===== src/rtl/segment_scan_capture.sv =====
// segment_scan_capture
//   Receiving end of a multiplexed 7-segment display bus. Each digit is
//   captured after its select/segment sample has been stable for
//   STABLE_CYCLES synchronized cycles. The glyph is decoded to a 4-bit code,
//   four digits are assembled into a frame, and the frame is presented on a
//   valid/ready handshake.
//
// Ports
//   clock        system clock, rising edge
//   reset        asynchronous active-high reset
//   segment[6:0] segment lines, bit0=a .. bit6=g
//   colon        colon / decimal-point line
//   digit_sel    digit enables, bit3 = leftmost digit
//   frame_data   digit3 in [15:12] .. digit0 in [3:0]
//   frame_colon  colon seen on any captured digit of the frame
//   frame_error  some digit of the frame decoded as invalid
//   frame_valid  frame available
//   frame_ready  consumer accepts on frame_valid && frame_ready
//   overrun      sticky: a completed frame was dropped while one was held
//   sel_error    sticky: a stable digit_sel had more than one bit set
//   display_off  digit_sel has been zero for TIMEOUT_CYCLES cycles
module segment_scan_capture #(
   parameter int unsigned STABLE_CYCLES  = 4,
   parameter int unsigned TIMEOUT_CYCLES = 1024
) (
   input  logic        clock,
   input  logic        reset,
   input  logic [6:0]  segment,
   input  logic        colon,
   input  logic [3:0]  digit_sel,
   output logic [15:0] frame_data,
   output logic        frame_colon,
   output logic        frame_error,
   output logic        frame_valid,
   input  logic        frame_ready,
   output logic        overrun,
   output logic        sel_error,
   output logic        display_off
);

   localparam logic [7:0]  STABLE_L  = 8'(STABLE_CYCLES);
   localparam logic [15:0] TIMEOUT_L = 16'(TIMEOUT_CYCLES);

   typedef enum logic [1:0] {WAIT_SEL, SETTLING, CAPTURE, LOCKED} state_t;

   // With STABLE_CYCLES == 1 the first non-zero sample is already stable.
   localparam state_t FIRST_ST = (STABLE_CYCLES <= 1) ? CAPTURE : SETTLING;

   // Returns {invalid, code}.
   function automatic logic [4:0] decode_glyph(input logic [6:0] seg);
      logic [4:0] r;
      case (seg)
         7'h3F:   r = 5'h00;
         7'h06:   r = 5'h01;
         7'h5B:   r = 5'h02;
         7'h4F:   r = 5'h03;
         7'h66:   r = 5'h04;
         7'h6D:   r = 5'h05;
         7'h7D:   r = 5'h06;
         7'h07:   r = 5'h07;
         7'h7F:   r = 5'h08;
         7'h6F:   r = 5'h09;
         7'h00:   r = 5'h0F;
         default: r = 5'h1E;
      endcase
      return r;
   endfunction

   // Display-side synchronizer. frame_ready comes from a consumer in this
   // clock domain and is used directly so the handshake stays cycle-exact.
   logic [6:0]  seg_m_q, seg_s_q;
   logic [3:0]  sel_m_q, sel_s_q;
   logic        col_m_q, col_s_q;

   state_t      state_q, state_d;
   logic [7:0]  cnt_q, cnt_d;
   logic [3:0]  rec_sel_q, rec_sel_d;
   logic [6:0]  rec_seg_q, rec_seg_d;
   logic [3:0]  mask_q, mask_d;
   logic [15:0] pend_q, pend_d;
   logic        pcol_q, pcol_d, perr_q, perr_d;
   logic [15:0] data_q, data_d;
   logic        fcol_q, fcol_d, ferr_q, ferr_d, fvld_q, fvld_d;
   logic        ovr_q, ovr_d, selerr_q, selerr_d;
   logic [15:0] to_q, to_d;
   logic        off_q, off_d;

   logic [4:0]  glyph;
   logic        same;
   logic        onehot;
   logic [7:0]  cnt_inc;

   assign glyph   = decode_glyph(rec_seg_q);
   assign same    = (sel_s_q == rec_sel_q) && (seg_s_q == rec_seg_q);
   assign onehot  = (rec_sel_q != 4'd0) && ((rec_sel_q & (rec_sel_q - 4'd1)) == 4'd0);
   // cnt_q < STABLE_L <= 255 while settling, so this cannot wrap.
   assign cnt_inc = cnt_q + 8'd1;

   always_comb begin
      state_d   = state_q;
      cnt_d     = cnt_q;
      rec_sel_d = rec_sel_q;
      rec_seg_d = rec_seg_q;
      mask_d    = mask_q;
      pend_d    = pend_q;
      pcol_d    = pcol_q;
      perr_d    = perr_q;
      data_d    = data_q;
      fcol_d    = fcol_q;
      ferr_d    = ferr_q;
      fvld_d    = fvld_q & ~frame_ready;
      ovr_d     = ovr_q;
      selerr_d  = selerr_q;
      to_d      = to_q;
      off_d     = off_q;

      case (state_q)
         WAIT_SEL: begin
            if (sel_s_q != 4'd0) begin
               cnt_d     = 8'd1;
               rec_sel_d = sel_s_q;
               rec_seg_d = seg_s_q;
               state_d   = FIRST_ST;
            end
         end
         SETTLING: begin
            if (same) begin
               if (cnt_inc >= STABLE_L) begin
                  cnt_d   = STABLE_L;
                  state_d = CAPTURE;
               end else begin
                  cnt_d = cnt_inc;
               end
            end else if (sel_s_q != 4'd0) begin
               cnt_d     = 8'd1;
               rec_sel_d = sel_s_q;
               rec_seg_d = seg_s_q;
            end else begin
               state_d = WAIT_SEL;
            end
         end
         CAPTURE: begin
            if (onehot) begin
               for (int i = 0; i < 4; i++) begin
                  if (rec_sel_q[i]) pend_d[4*i +: 4] = glyph[3:0];
               end
               mask_d = mask_q | rec_sel_q;
               pcol_d = pcol_q | col_s_q;
               perr_d = perr_q | glyph[4];
            end else begin
               selerr_d = 1'b1;
            end
            state_d = LOCKED;
         end
         default: begin // LOCKED
            if (!same) begin
               if (sel_s_q != 4'd0) begin
                  cnt_d     = 8'd1;
                  rec_sel_d = sel_s_q;
                  rec_seg_d = seg_s_q;
                  state_d   = FIRST_ST;
               end else begin
                  state_d = WAIT_SEL;
               end
            end
         end
      endcase

      // Frame completion; an acceptance in this same cycle frees the slot.
      if (mask_d == 4'hF) begin
         if (!fvld_q || frame_ready) begin
            data_d = pend_d;
            fcol_d = pcol_d;
            ferr_d = perr_d;
            fvld_d = 1'b1;
         end else begin
            ovr_d = 1'b1;
         end
         mask_d = 4'd0;
         pcol_d = 1'b0;
         perr_d = 1'b0;
      end

      if (sel_s_q == 4'd0) begin
         if (to_q < TIMEOUT_L) to_d = to_q + 16'd1;
         off_d = (to_d >= TIMEOUT_L);
      end else begin
         to_d  = 16'd0;
         off_d = 1'b0;
      end
   end

   always_ff @(posedge clock or posedge reset) begin
      if (reset) begin
         seg_m_q   <= '0;
         seg_s_q   <= '0;
         sel_m_q   <= '0;
         sel_s_q   <= '0;
         col_m_q   <= 1'b0;
         col_s_q   <= 1'b0;
         state_q   <= WAIT_SEL;
         cnt_q     <= '0;
         rec_sel_q <= '0;
         rec_seg_q <= '0;
         mask_q    <= '0;
         pend_q    <= 16'hFFFF;
         pcol_q    <= 1'b0;
         perr_q    <= 1'b0;
         data_q    <= 16'hFFFF;
         fcol_q    <= 1'b0;
         ferr_q    <= 1'b0;
         fvld_q    <= 1'b0;
         ovr_q     <= 1'b0;
         selerr_q  <= 1'b0;
         to_q      <= '0;
         off_q     <= 1'b0;
      end else begin
         seg_m_q   <= segment;
         seg_s_q   <= seg_m_q;
         sel_m_q   <= digit_sel;
         sel_s_q   <= sel_m_q;
         col_m_q   <= colon;
         col_s_q   <= col_m_q;
         state_q   <= state_d;
         cnt_q     <= cnt_d;
         rec_sel_q <= rec_sel_d;
         rec_seg_q <= rec_seg_d;
         mask_q    <= mask_d;
         pend_q    <= pend_d;
         pcol_q    <= pcol_d;
         perr_q    <= perr_d;
         data_q    <= data_d;
         fcol_q    <= fcol_d;
         ferr_q    <= ferr_d;
         fvld_q    <= fvld_d;
         ovr_q     <= ovr_d;
         selerr_q  <= selerr_d;
         to_q      <= to_d;
         off_q     <= off_d;
      end
   end

   assign frame_data  = data_q;
   assign frame_colon = fcol_q;
   assign frame_error = ferr_q;
   assign frame_valid = fvld_q;
   assign overrun     = ovr_q;
   assign sel_error   = selerr_q;
   assign display_off = off_q;

endmodule

===== config.mk =====
export PLATFORM = sky130hd
export DESIGN_NAME = segment_scan_capture
export DESIGN_NICKNAME = d
export VERILOG_FILES = /design/src/rtl/segment_scan_capture.sv
export SDC_FILE = /design/constraint.sdc
export NUM_CORES = 1
export LEC_CHECK = 0
export ABC_AREA = 1
export CAP_MARGIN = 0
export CORE_MARGIN = 4
export CORE_UTILIZATION = 40
export DETAILED_ROUTE_END_ITERATION = 12
export PLACE_DENSITY_LB_ADDON = 0.3
export SETUP_SLACK_MARGIN = 0.15
export SLEW_MARGIN = 20
export SYNTH_ARGS = -nofsm -noshare
export SYNTH_HDL_FRONTEND = slang
export SYNTH_SLANG_ARGS = --single-unit

===== constraint.sdc =====
create_clock -name clock -period 8.5 [get_ports clock]
set_clock_uncertainty 0.05 [all_clocks]
set_input_delay 1.7 -clock clock [delete_from_list [all_inputs] [get_ports clock]]
set_output_delay 1.7 -clock clock [all_outputs]
set_load 0.02 [all_outputs]

# Word level (Yosys, flattened, before mapping)
# Cells that the tools add are included.
[totals]
ff_bits = 105
input_bits = 15
output_inout_bits = 22
[op_classes]
n_addsub = 3
order_cmp = 3
n_eq_ne = 21
muxes = 40
n_bitwise = 9
n_reduce_logical = 16
[ops]
columns = ["cell", "count"]
rows = [
  ["$mux W16", 5],
  ["$pmux W5 S11", 1],
  ["$eq A7 B7 Y1 const B", 7],
  ["$mux W4", 9],
  ["$mux W8", 4],
  ["$pmux W8 S3", 1],
  ["$add A16 B1 Y16 const B", 1],
  ["$ge A16 B11 Y1 const B", 1],
  ["$lt A16 B11 Y1 const B", 1],
  ["$eq A7 B3 Y1 const B", 2],
  ["$mux W7", 2],
  ["$pmux W7 S2", 1],
  ["$mux W1", 10],
  ["$mux W2", 5],
  ["$reduce_and A2 Y1", 5],
  ["$add A8 B1 Y8 const B", 1],
  ["$ge A8 B3 Y1 const B", 1],
  ["$logic_not A4 Y1", 2],
  ["$pmux W4 S2", 1],
  ["$reduce_bool A4 Y1", 2],
  ["$eq A7 B6 Y1 const B", 1],
  ["$eq A7 B7 Y1", 1],
  ["$logic_not A7 Y1", 1],
  ["$ne A3 B3 Y1 const B", 2],
  ["20 further kinds", 25],
]

# Depth between registers and ports, before layout
[depth]
ltp_word = 8
depth_mapped = 13
mapped_depth_nobuf = 12

# Worst setup path after synthesis
# No wires, ideal clock.
[synth_path]
kind = "in2reg"
from = "input frame_ready"
to = "register data_q[1] (netlist: frame_data[1])"
setup_ns = 0.060
arrival_time_ns = 2.518
slack_ns = 5.871
path_stages = 7
cell_sequence = "inv_1 nand2_1 inv_1 nor3_4 buf_6 nand3_1 nand2_1"
[synth_between]
elab_chain_len = 2
[synth_lines]
columns = ["item", "line", "rtl"]
rows = [
  ["start, declared", "35", "input logic frame_ready,"],
  ["$logic_or A1 B1 Y1", "171", "if (!fvld_q || frame_ready) begin"],
  ["$reduce_and A2 Y1 (no line)", "-", ""],
  ["end signal, assigned", "232", "data_q <= data_d;"],
  ["end, declared", "82", "logic [15:0] data_q, data_d;"],
]
# No other way between the ends.
# A chain may end at the register's enable or synchronous reset.

# Worst setup path after layout
[layout_path]
from = "register data_q[2] (netlist: frame_data[2])"
to = "output frame_data[2]"
[layout_lines]
columns = ["item", "line", "rtl"]
rows = [
  ["end, declared", "31", "output logic [15:0] frame_data,"],
]
# No word-level cell between the ends.

==> flow_summary.yaml <==
timing:
  hold_violations: 0
  rsz0062_at_grt: "no"
  fin_hold_ws_ns: 0.302
  max_freq_mhz: 308
  fin_crit_sh_pct: 38.2
  min_period_ns: 3.25
  worst_pin_slew_ns: 0.697
  finalSetupViolations: 0
  timing.slew.headroom_pct: 53.6
  setup_tns_ns: 0
  final_max_slew_viol_count: 0
global_route:
  antenna_found_initial: 0
  grt_overflow: 0
  grt_start_max_net_pins: 58
  track_usage_pct: 14.2
  grt_pass1_vias: 3448
  grt_first_pass_wirelength_mm: 15.4
clock_network:
  post_cts_buffers: 0
  htreeDepth: 3
  cts_resized: 0
  cts_tree: "done"
  clock_sinks: 105
  hold_buffers: 0
  ctsRootBufferMaster: "clkbuf_16"
  path_clk_slew_ns: 0.07
  cts_inserted_buffers: 9
  cts_max_path_buffers: 2
  clkLatencyLatePin_ns: 0.35
route:
  vias: 3575
  drc: 0
  routed_wl_mm: 8.96
  first_pass_iters: 4
  viasPerCell: 4.86
  initialDrtViolationCount: 146
  avgRoutedWirePerCell_um: 12.2
  antenna_left: 0
die:
  fp.dieH_um: 117
  coreArea_sq_um: 11500
  die_area_sq_um: 13700
  io_pins: 37
  std_cell_rows: 39
  die_w_um: 117
  initial_core_util_pct: 41.3
synth:
  ys_warn_count: 0
  avgSynthCellArea_sq_um: 8.73
  ys_seq_area_share_pct: 56.1
  synth_nets: 562
  synth.distinct_cells: 38
  synth_area_sq_um: 4760
  ys_ff_latch: 105
  netlist_instances: 545
power_and_ir_drop:
  power_switching_mw: 0.411
  intPower_mw: 0.883
  pwr_density_cell_nw_per_um2: 233
  sequentialPowerShare_pct: 47.4
  cellLeakagePower_nw: 2.69
  share_comb_of_total_power_pct: 20.5
  vdd_drop_max_mv: 0.128
  switching_share_pct: 31.8
  clkPwrFrac_pct: 32.0
place:
  place_hpwl_mm: 6.31
  gp_congestion: 0.772
  numPortBuffers: 36
worst_setup_path:
  endpoint_kind: "output pin"
  crit_arrival_ns: 1.50
  worstSetupStartpointType: "register"
  critPathKind: "reg -> out"
  r2r_slack_ns: 6.43
  slowest_stage: "clkdlybuf4s50_1"
  rr_startpoint: "rec_sel_q[1]$_DFFE_PP0P_"
  reg2reg_to: "frame_data[13]$_DFFE_PP1P_"
  cp_top_family: "buffers and inverters"
  worst-path-buf-inv: 1
  worstPathCellList: "clkdlybuf4s50_1"
  max_stage_delay_ns: 0.60
  cp.required_ns: 6.75
  worstPathMaxFanout: 2
  rr_worst_depth: 9
layout:
  ff_latch_area_sq_um: 2670
  n_antenna_cell: 0
  fill_cells: 1099
  area_delta_synth_final_pct: 16.9
  final_nets: 604
  drive_gt1_share_pct: 16.6
  multi_input_area_sq_um: 1750
worst_hold_path:
  hold_end: "col_s_q$_DFF_PP0_"
  holdCritStartpoint: "col_m_q$_DFF_PP0_"
  min_path_cells: 0
  hold_class: "reg -> reg"
outcome:
  status: "complete, no violations"
flow_run:
  cap_violations: 0
-- worst max-delay path by stage --
stage / endpoint / slack, ns / depth (start not counted) / from
after global routing: frame_data[2] / 5.20 / 1 / frame_data[2]$_DFFE_PP1P_
after floorplan: cnt_q[0]$_DFFE_PP0P_ / 4.04 / 1 / reset
after global placement: frame_data[11]$_DFFE_PP1P_ / 5.11 / 7 / frame_ready
final: frame_data[2] / 5.25 / 1 / frame_data[2]$_DFFE_PP1P_
after CTS: frame_data[2] / 5.24 / 1 / frame_data[2]$_DFFE_PP1P_
after detailed placement: frame_data[6]$_DFFE_PP1P_ / 5.06 / 7 / frame_ready
-- power by group through the flow --
stage                     sequential, mW  combinational, mW  clock [mW]
after floorplan                    0.610              0.215           0
after global routing               0.622              0.303       0.450
after detailed placement           0.621              0.265           0
final                              0.614              0.266       0.415
after CTS                          0.614              0.267       0.429
after global placement             0.619              0.257           0
-- cell usage after synthesis, drive strengths merged --
cell type | instances | area share, %
nor2 | 42 | 3.6
buf | 5 | 0.97
clkinv | 2 | 0.26
nor3b | 3 | 0.47
nand4 | 12 | 1.8
nand3 | 45 | 5.3
dfstp | 32 | 18
nor3 | 10 | 1.4
or2 | 12 | 1.6
xnor2 | 4 | 0.74
nor4 | 2 | 0.26
o221a | 1 | 0.24
clkbuf | 2 | 0.16
inv | 72 | 5.7
a31o | 1 | 0.18
nand2 | 169 | 14
dfrtp | 73 | 38
and2 | 12 | 1.6
a21oi | 16 | 1.8
o21a | 1 | 0.16
ha | 2 | 0.53
o21bai | 2 | 0.32
o21ai | 25 | 2.8
-- layout by cell type (no fill, tap or decap), types with 8 or more instances in the layout --
cell type        synthesis  final
clkbuf_16                0      9
dfrtp_1                 73     73
nor3_1                   8      8
nand4_1                 10     10
nand2_1                159    159
o21ai_0                  9      9
or2_2                   12     12
dfstp_2                 32     32
nor2_1                  39     39
o21ai_1                 14     14
inv_1                   65     64
clkdlybuf4s50_1          0     36
a21oi_1                 15     15
nand3_1                 40     40
and2_1                  12     12
-- area by class of cell --
cell class,instances,area share [%]
clock inverters,7,1.37
repair buffers,38,6.75
inverters,74,5.13
multi-input cells,359,31.5
well taps,143,3.22
clock buffers,9,4.05
flip-flops and latches,105,48.0
-- flip-flops by register name (all words and copies together) (netlist names), 2 cells and up --
signal      flops
frame_data     16
seg_s_q         7
sel_s_q         4
state_q         2
sel_m_q         4
rec_seg_q       7
pend_q         16
to_q           16
seg_m_q         7
rec_sel_q       4
mask_q          4
cnt_q           8
-- cells by family after synthesis --
group | synth area share, %
adder cells (fa/ha/maj) | 0.526
XOR/XNOR | 0.736
AND/OR/NAND/NOR | 30.1
buffers and inverters | 7.08
flip-flops | 56.1
AO/OA/AOI/OAI | 5.44
-- through the flow --
step	total power, mW	setup WS [ns]	instances	cell area (sq um)	util [%]
after global placement	0.876	5.11	719	5260	45.7
after CTS	1.31	5.24	735	5560	48.3
after global routing	1.38	5.20	735	5560	48.3
final	1.29	5.25	735	5560	48.3
after floorplan	0.825	4.04	545	4760	-
after detailed placement	0.886	5.06	719	5260	45.7
-- worst register-to-register path, delay by kind of cell, from the launching register on --
kind / cells / cell delay [ns]
flip-flops: 1 / 0.44
AND/OR/NAND/NOR: 8 / 1.41
buffers and inverters: 1 / 0.11
-- metal layers --
metal / track usage [%] / part of all wire [%] / vias up
li1: - / - / 1805
met1: 19.1 / 49 / 1718
met2: 22.3 / 48 / 48
met3: 3.34 / 2.7 / 4
met4: 5.50 / 0.67 / 0
met5: 0 / 0 / -
Power figures use the tool's default switching activity.
